<file path="src/rtl/crc_bit_feeder_pkg.sv">
// Shared definitions for the CRC bit feeder: default widths and the FSM state encoding.
package crc_bit_feeder_pkg;

    localparam int DATA_WIDTH_DEF = 8;
    localparam int CNT_BITS_DEF   = 3;

    typedef enum logic [1:0] {
        ST_IDLE = 2'd0,
        ST_LOAD = 2'd1,
        ST_RUN  = 2'd2,
        ST_DONE = 2'd3
    } state_t;

endpackage

</file>
<file path="src/rtl/crc_bit_feeder_if.sv">
// Word stream into the feeder: data/last qualified by valid, accepted when ready.
interface crc_bit_feeder_if
    import crc_bit_feeder_pkg::*;
#(
    parameter int DATA_WIDTH = DATA_WIDTH_DEF
);

    logic [DATA_WIDTH-1:0] byte_data;
    logic                  byte_valid;
    logic                  byte_last;
    logic                  byte_ready;

    modport master (output byte_data, output byte_valid, output byte_last, input byte_ready);
    modport slave  (input byte_data, input byte_valid, input byte_last, output byte_ready);

endinterface

</file>
<file path="src/rtl/crc_bit_feeder_piso.sv">
// Parallel-in serial-out word register with bit counter; shifts toward the selected end.
module crc_bit_feeder_piso
    import crc_bit_feeder_pkg::*;
#(
    parameter int DATA_WIDTH = DATA_WIDTH_DEF,
    parameter int CNT_BITS   = CNT_BITS_DEF
) (
    input  logic                  clk,
    input  logic                  rst,
    input  logic                  clr_i,
    input  logic                  load_i,
    input  logic [DATA_WIDTH-1:0] din_i,
    input  logic                  last_i,
    input  logic                  reflect_i,
    output logic                  full_o,
    output logic                  bit_o,
    output logic                  last_bit_o,
    output logic                  held_last_o
);

    logic [DATA_WIDTH-1:0] sr_q, sr_d;
    logic [CNT_BITS-1:0]   cnt_q, cnt_d;
    logic                  full_q, full_d;
    logic                  held_last_q, held_last_d;

    assign full_o      = full_q;
    assign held_last_o = held_last_q;
    assign bit_o       = reflect_i ? sr_q[0] : sr_q[DATA_WIDTH-1];
    assign last_bit_o  = full_q && (cnt_q == CNT_BITS'(DATA_WIDTH - 1));

    // A load can only coincide with the final bit, so it simply overwrites the drained word.
    always_comb begin
        sr_d        = sr_q;
        cnt_d       = cnt_q;
        full_d      = full_q;
        held_last_d = held_last_q;
        if (clr_i) begin
            sr_d        = '0;
            cnt_d       = '0;
            full_d      = 1'b0;
            held_last_d = 1'b0;
        end else if (load_i) begin
            sr_d        = din_i;
            cnt_d       = '0;
            full_d      = 1'b1;
            held_last_d = last_i;
        end else if (full_q) begin
            sr_d  = reflect_i ? (sr_q >> 1) : (sr_q << 1);
            cnt_d = cnt_q + CNT_BITS'(1);
            if (last_bit_o) full_d = 1'b0;
        end
    end

    always_ff @(posedge clk or posedge rst) begin
        if (rst) begin
            sr_q        <= '0;
            cnt_q       <= '0;
            full_q      <= 1'b0;
            held_last_q <= 1'b0;
        end else begin
            sr_q        <= sr_d;
            cnt_q       <= cnt_d;
            full_q      <= full_d;
            held_last_q <= held_last_d;
        end
    end

endmodule

</file>
<file path="src/rtl/crc_bit_feeder.sv">
// Serializes a framed word stream into LFSR load/shift/data controls at one bit per clock.
module crc_bit_feeder
    import crc_bit_feeder_pkg::*;
#(
    parameter int DATA_WIDTH = DATA_WIDTH_DEF,
    parameter int CNT_BITS   = CNT_BITS_DEF
) (
    input  logic             clk,
    input  logic             rst,
    input  logic             start,
    input  logic             reflect_in,
    input  logic             abort,
    crc_bit_feeder_if.slave  byte_if,
    output logic             lfsr_load,
    output logic             lfsr_shift,
    output logic             lfsr_data,
    output logic             busy,
    output logic             frame_done
);

    state_t state_q, state_d;
    logic   reflect_q, reflect_d;
    logic   hs;
    logic   full, ser_bit, last_bit, held_last;

    assign hs = byte_if.byte_valid && byte_if.byte_ready;

    crc_bit_feeder_piso #(
        .DATA_WIDTH (DATA_WIDTH),
        .CNT_BITS   (CNT_BITS)
    ) u_piso (
        .clk         (clk),
        .rst         (rst),
        .clr_i       (abort || (state_q != ST_RUN)),
        .load_i      (hs),
        .din_i       (byte_if.byte_data),
        .last_i      (byte_if.byte_last),
        .reflect_i   (reflect_q),
        .full_o      (full),
        .bit_o       (ser_bit),
        .last_bit_o  (last_bit),
        .held_last_o (held_last)
    );

    always_ff @(posedge clk or posedge rst) begin
        if (rst) begin
            state_q   <= ST_IDLE;
            reflect_q <= 1'b0;
        end else begin
            state_q   <= state_d;
            reflect_q <= reflect_d;
        end
    end

    always_comb begin
        state_d   = state_q;
        reflect_d = reflect_q;
        if (abort) begin
            state_d = ST_IDLE;
        end else begin
            case (state_q)
                ST_IDLE: if (start) begin
                    state_d   = ST_LOAD;
                    reflect_d = reflect_in;
                end
                ST_LOAD: state_d = ST_RUN;
                ST_RUN:  if (last_bit && held_last) state_d = ST_DONE;
                ST_DONE: state_d = ST_IDLE;
                default: state_d = ST_IDLE;
            endcase
        end
    end

    // Everything below decodes registered state only, so no input reaches an output combinationally.
    always_comb begin
        lfsr_load          = (state_q == ST_LOAD);
        lfsr_shift         = (state_q == ST_RUN) && full;
        lfsr_data          = lfsr_shift && ser_bit;
        busy               = (state_q != ST_IDLE);
        frame_done         = (state_q == ST_DONE);
        byte_if.byte_ready = (state_q == ST_RUN) && (!full || (last_bit && !held_last));
    end

endmodule

</file>
<file path="src/flat_wrapper.sv">
// flat-port wrapper written by rule: the top's interface ports become plain ports
module crc_bit_feeder_flat import crc_bit_feeder_pkg::*;
#(
    parameter int DATA_WIDTH = DATA_WIDTH_DEF,
    parameter int CNT_BITS   = CNT_BITS_DEF
)
  (clk, rst, start, reflect_in, abort, lfsr_load, lfsr_shift, lfsr_data, busy, frame_done, byte_if_byte_data, byte_if_byte_valid, byte_if_byte_last, byte_if_byte_ready);
  crc_bit_feeder_if #(.DATA_WIDTH(DATA_WIDTH)) byte_if_i ();
  input  logic clk;
  input  logic rst;
  input  logic start;
  input  logic reflect_in;
  input  logic abort;
  output logic lfsr_load;
  output logic lfsr_shift;
  output logic lfsr_data;
  output logic busy;
  output logic frame_done;
  input wire logic [$bits(byte_if_i.byte_data)-1:0] byte_if_byte_data;
  input wire logic [$bits(byte_if_i.byte_valid)-1:0] byte_if_byte_valid;
  input wire logic [$bits(byte_if_i.byte_last)-1:0] byte_if_byte_last;
  output wire logic [$bits(byte_if_i.byte_ready)-1:0] byte_if_byte_ready;
  assign byte_if_i.byte_data = byte_if_byte_data;
  assign byte_if_i.byte_valid = byte_if_byte_valid;
  assign byte_if_i.byte_last = byte_if_byte_last;
  assign byte_if_byte_ready = byte_if_i.byte_ready;
  crc_bit_feeder #(.DATA_WIDTH(DATA_WIDTH), .CNT_BITS(CNT_BITS)) u_core (.clk(clk), .rst(rst), .start(start), .reflect_in(reflect_in), .abort(abort), .byte_if(byte_if_i), .lfsr_load(lfsr_load), .lfsr_shift(lfsr_shift), .lfsr_data(lfsr_data), .busy(busy), .frame_done(frame_done));
endmodule
</file>
<file path="config.mk">
export PLATFORM = sky130hd
export DESIGN_NAME = crc_bit_feeder_flat
export DESIGN_NICKNAME = d
export VERILOG_FILES = /design/src/rtl/crc_bit_feeder_pkg.sv /design/src/rtl/crc_bit_feeder_if.sv /design/src/rtl/crc_bit_feeder_piso.sv /design/src/rtl/crc_bit_feeder.sv /design/src/flat_wrapper.sv
export SDC_FILE = /design/constraint.sdc
export NUM_CORES = 1
export LEC_CHECK = 0
export ABC_AREA = 1
export CAP_MARGIN = 25
export CORE_UTILIZATION = 30
export DETAILED_ROUTE_END_ITERATION = 6
export SLEW_MARGIN = 20
export SYNTH_ARGS = -nofsm -noshare
export SYNTH_HDL_FRONTEND = slang
export SYNTH_SLANG_ARGS = --single-unit
</file>
<file path="constraint.sdc">
create_clock -name clk -period 1.55 [get_ports clk]
set_input_delay 0.2325 -clock clk [delete_from_list [all_inputs] [get_ports clk]]
set_output_delay 0.2325 -clock clk [all_outputs]
set_load 0.03 [all_outputs]
</file>
# Yosys cells after proc, flatten, opt, wreduce, memory -nomap -nowiden
# Index checks and enable logic that the tools add are counted.
# classes
n_addsub	1
n_eq_ne	7
mux	18
bitwise_logic	1
n_reduce_logical	17
# ops
cell	n
8-bit 2-to-1 mux	4
3-bit 2-to-1 mux	3
2-bit case mux with 4 select lines	1
1-bit logical AND	7
1-bit 2-to-1 mux	7
2-bit 2-to-1 mux	3
2-bit equality test (second input constant)	2
2-bit nonzero test	2
3-bit by 1-bit adder with 3-bit output (second input constant)	1
3-bit equality test (second input constant)	1
3-bit by 2-bit inequality test with 1-bit output (second input constant)	1
3-bit inequality test (second input constant)	1
3-bit AND reduction	1
3-bit nonzero test	1
2-bit by 1-bit equality test with 1-bit output (second input constant)	1
1-bit logical NOT	2
2-bit logical NOT	1
1-bit logical OR	2
2-bit inequality test (second input constant)	1
2-bit AND reduction	1
1-bit inverter	1
# totals
reg_bits	16
in_bits	15
output_inout_bits	6
elab_cells	50

# Logic depth before layout (Yosys ltp)
# logic_depth
word_depth	8
ltp_mapped	10
depth_no_buf	9

# Modules after synthesis
# Synthesis repeated with hierarchy kept, for this count alone.
# hier_totals
cells_unflattened	142
hier_area_um2	1012.2
# by_module_without_submodules
module	n_inst	cells_each	area_per_inst_um2	seq_area_each_um2
crc_bit_feeder_piso	1	100	737.0	325.3
crc_bit_feeder	1	42	275.3	75.1

# Least setup slack after synthesis
# No wires, ideal clock.
# synth_path
path_kind	register to output
from	register u_core.state_q[0]
to	output port lfsr_data
arrival_ns	1.298
required_time_ns	1.317
setup_slack_ns	0.020
stages_incl_launch_ff	5
n_path_buf	0
path_cell_list	dfrtp_1 > inv_1 > ha_1 > nand2_1 > a21oi_1
# synth_between
elab_chain_cells	3
# synth_rtl
item	line_no	text
start: declaration	crc_bit_feeder.sv:21	state_t state_q, state_d;
start signal: assignment	crc_bit_feeder.sv:50	state_q <= state_d;
2-bit equality test	crc_bit_feeder.sv:77	lfsr_shift = (state_q == ST_RUN) && full;
1-bit logical AND	crc_bit_feeder.sv:77	
1-bit logical AND	crc_bit_feeder.sv:78	lfsr_data = lfsr_shift && ser_bit;
end: declaration	flat_wrapper.sv:16	output logic lfsr_data;
# Every way passes these cells.

# Worst setup path in the final report
# layout_path
from	register u_core.u_piso.cnt_q[0]
to	output port byte_if_byte_ready
# layout_between
elab_chain_cells	5
# layout_rtl
item	line_no	text
start: declaration	crc_bit_feeder_piso.sv:22	logic [CNT_BITS-1:0] cnt_q, cnt_d;
start signal: assignment	crc_bit_feeder_piso.sv:62	cnt_q <= cnt_d;
3-bit equality test	crc_bit_feeder_piso.sv:29	assign last_bit_o = full_q && (cnt_q == CNT_BITS'(DATA_WIDTH - 1));
1-bit logical AND	crc_bit_feeder_piso.sv:29	
1-bit logical AND	crc_bit_feeder.sv:81	byte_if.byte_ready = (state_q == ST_RUN) && (!full || (last_bit && !held_last));
1-bit logical OR	crc_bit_feeder.sv:81	
1-bit logical AND	crc_bit_feeder.sv:81	
end: declaration	flat_wrapper.sv:22	output wire logic [$bits(byte_if_i.byte_ready)-1:0] byte_if_byte_ready;
# Every way passes these cells.

==> impl_metrics.yaml <==
run_status:
  outcome: "finished, violations left"
  violations: "setup timing"
timing:
  min_period_ns: 1.60
  rsz0062_at_grt: "yes"
  setup_tns_ns: -0.0485
  finClkSkew_ns: 0.00993
  tightest_slew_ns: 0.297
  relSlewSlack_pct: 80.2
  setup_viol: 1
  fmax_mhz: 626
  fin_ws_ns: -0.0485
  slew_violations: 0
  finalCritPeriodShare_pct: 103
  hold_violations: 0
synth:
  synth_nets: 165
  synthCells: 144
  yosysUniqueCellTypes: 22
  ys_ff_latch: 16
  ys_warn_count: 0
  syn-cell-area_um2: 1060
  ys_seq_area_share_pct: 37.6
  syn_avg_cell_area_um2: 7.39
floorplanning:
  die_w_um: 61.5
  ioPinCount: 21
  die_area_um2: 3790
  start_util_pct: 31.6
  fp.coreArea_um2: 3360
  core.rowCount: 21
  die_h_um: 61.5
power_and_ir_drop:
  p_leak_nw: 0.741
  vdd_ir_drop_max_mv: 0.646
  finalPower_mw: 1.48
  powerDensity_nw_per_um2: 997
clocking:
  cts_inserted_buffers: 3
  htreeDepth: 1
  cts_tree: "built"
  clk_latency_ns: 0.30
  clock-sinks: 16
  clk_pin_slew_ns: 0.11
  clockBufferDepth: 2
  clock-root-buffer: "clkbuf_4"
routing:
  ant_nets: 0
  dr.pass1.iters: 4
  wl_per_cell_um: 11.5
  num_vias: 1017
  drc_errors: 0
  via_per_inst: 4.58
  drt_iter0_drc: 39
  wirelength_um: 2550
global_routing:
  gr-usage-all-layers_pct: 15.1
  antenna_found_initial: 0
  grt_start_max_net_pins: 17
  grt_pass1_vias: 928
  grt_overflow: 0
  grt_pass1_wl_um: 4100
cells_and_area:
  final_area_um2: 1490
  nets: 198
  area_growth_pct: 40.0
  diodes: 0
  register_area_um2: 403
  num-fill-cells: 361
  fin_util_pct: 44.3
  post_route_cells_drive_above_1_share_pct: 29.0
  multiInputGateArea_um2: 637
place:
  place_congestion: 0.842
  portBuffers: 20
  postPlaceCellArea_um2: 1320
  hpwl_um: 1800
min_path:
  hold_class: "in -> async"
critical_path:
  cp_max_fo: 2
  cp.arrival_ns: 1.37
  crit_path_end_kind: "output port"
  cp.required_ns: 1.32
  path_class: "reg -> out"
  crit_path_start_kind: "flip-flop"
job:
  drv_cap: 0
## cell usage in the layout, fill, tap and decap left out
cell / instances
a21oi_1: 4
o21ai_2: 2
nor3_1: 1
a21oi_2: 1
inv_2: 2
nor2_8: 1
ha_2: 1
clkbuf_4: 3
nand2_2: 8
nand4_4: 1
dfrtp_2: 2
ha_4: 3
inv_4: 3
buf_2: 1
clkdlybuf4s50_1: 14
xnor2_1: 1
ha_1: 2
inv_1: 12
nand3_1: 12
buf_6: 3
dfrtp_1: 14
nand3_2: 1
nor2_1: 2
buf_4: 14
o211ai_1: 1
clkbuf_8: 1
o21ai_0: 6
nor2_4: 2
nand2_1: 56
nand2_4: 2
## registers in the layout (all words and copies together), names as in the netlist
name / cells
u_core.reflect_q: 1
u_core.state_q: 2
u_core.u_piso.cnt_q: 3
u_core.u_piso.full_o: 1
u_core.u_piso.held_last_o: 1
u_core.u_piso.sr_q: 8
## layout make-up
class	instances	area share, %
inverters	17	4.79
well taps	46	3.87
repair buffers	32	19.1
flip-flops and latches	16	27.1
multi-input cells	107	42.8
clock buffers	4	2.44
## logic make-up after synthesis
| group | after synthesis | synth area share, % |
|---|---|---|
| fa+ha+maj | 6 | 7.06 |
| buf+inv | 21 | 10.0 |
| xor+xnor | 1 | 0.824 |
| simple gates | 86 | 36.9 |
| flops | 16 | 37.6 |
| compound gates | 14 | 7.53 |
## path summary, 6_finish.rpt
| check | start | to | slack (ns) | cells past startpoint |
|---|---|---|---|---|
| max reg2reg | u_core.u_piso.cnt_q[0]$_DFFE_PP0P_ | u_core.u_piso.sr_q[3]$_DFFE_PP0P_ | 0.02 | 11 |
| max in group asynchronous | rst | u_core.u_piso.full_o$_DFF_PP0_ | 1.09 | 3 |
| min in group clk | reflect_in | u_core.reflect_q$_DFFE_PP0P_ | 0.49 | 3 |
| max | u_core.u_piso.cnt_q[0]$_DFFE_PP0P_ | byte_if_byte_ready | -0.05 | 5 |
| min reg2reg | u_core.u_piso.sr_q[2]$_DFFE_PP0P_ | u_core.u_piso.sr_q[2]$_DFFE_PP0P_ | 0.51 | 2 |
| min | rst | u_core.u_piso.sr_q[1]$_DFFE_PP0P_ | 0.23 | 3 |
## critical path: stages, from the launching register on
cell and delay (ns):
dfrtp_1 0.40, ha_2 0.21, ha_4 0.17, nor2_4 0.13, nor2_8 0.04, buf_6 0.13
## synthesized netlist by cell type
library cell / count / area (um2)
nand2_1: 63 / 236
a21oi_1: 5 / 25.0
nor2_1: 2 / 7.51
nand2_2: 2 / 12.5
nor2_4: 2 / 22.5
nand3_1: 13 / 65.1
inv_2: 3 / 11.3
inv_1: 13 / 48.8
nor3_1: 1 / 5.00
clkinv_2: 1 / 5.00
nor2_8: 1 / 20.0
o21ai_2: 2 / 17.5
clkbuf_8: 1 / 13.8
buf_6: 2 / 22.5
buf_2: 1 / 5.00
dfrtp_1: 16 / 400
ha_1: 6 / 75.1
nand4_2: 1 / 12.5
o211ai_1: 1 / 7.51
nand2_4: 1 / 11.3
o21ai_0: 6 / 30.0
xnor2_1: 1 / 8.76
## through the flow
stage	std cells	hold slack (ns)	setup WS (ns)
2_1_floorplan	144	0.146	0.0199
3_3_place_gp	213	0.471	0.0472
3_5_place_dp	213	0.476	0.0395
4_1_cts	220	0.235	-0.0645
5_1_grt	222	0.280	-0.0872
6_report	222	0.230	-0.0485
## repair_timing
item	CTS	global route
endpoints found under the hold margin	0	0
endpoints found under the setup margin	5	16
hold buffers	0	0
gates resized for setup	13	19
setup buffers	3	2
pin swaps	3	6
## routing by layer
layer / up-vias / GRT usage (%) / wire length (um)
li1: 513 / - / -
met5: - / 0 / 0
met4: 0 / 6.67 / 49
met2: 18 / 23.0 / 1140
met1: 481 / 21.2 / 1280
met3: 5 / 2.10 / 84
## report_power, final
group          internal (mW)  switching, mW
logic                  0.291          0.379
registers              0.457         0.0650
clock network          0.143          0.149
total                  0.892          0.593
Power figures use the tool's default switching activity.
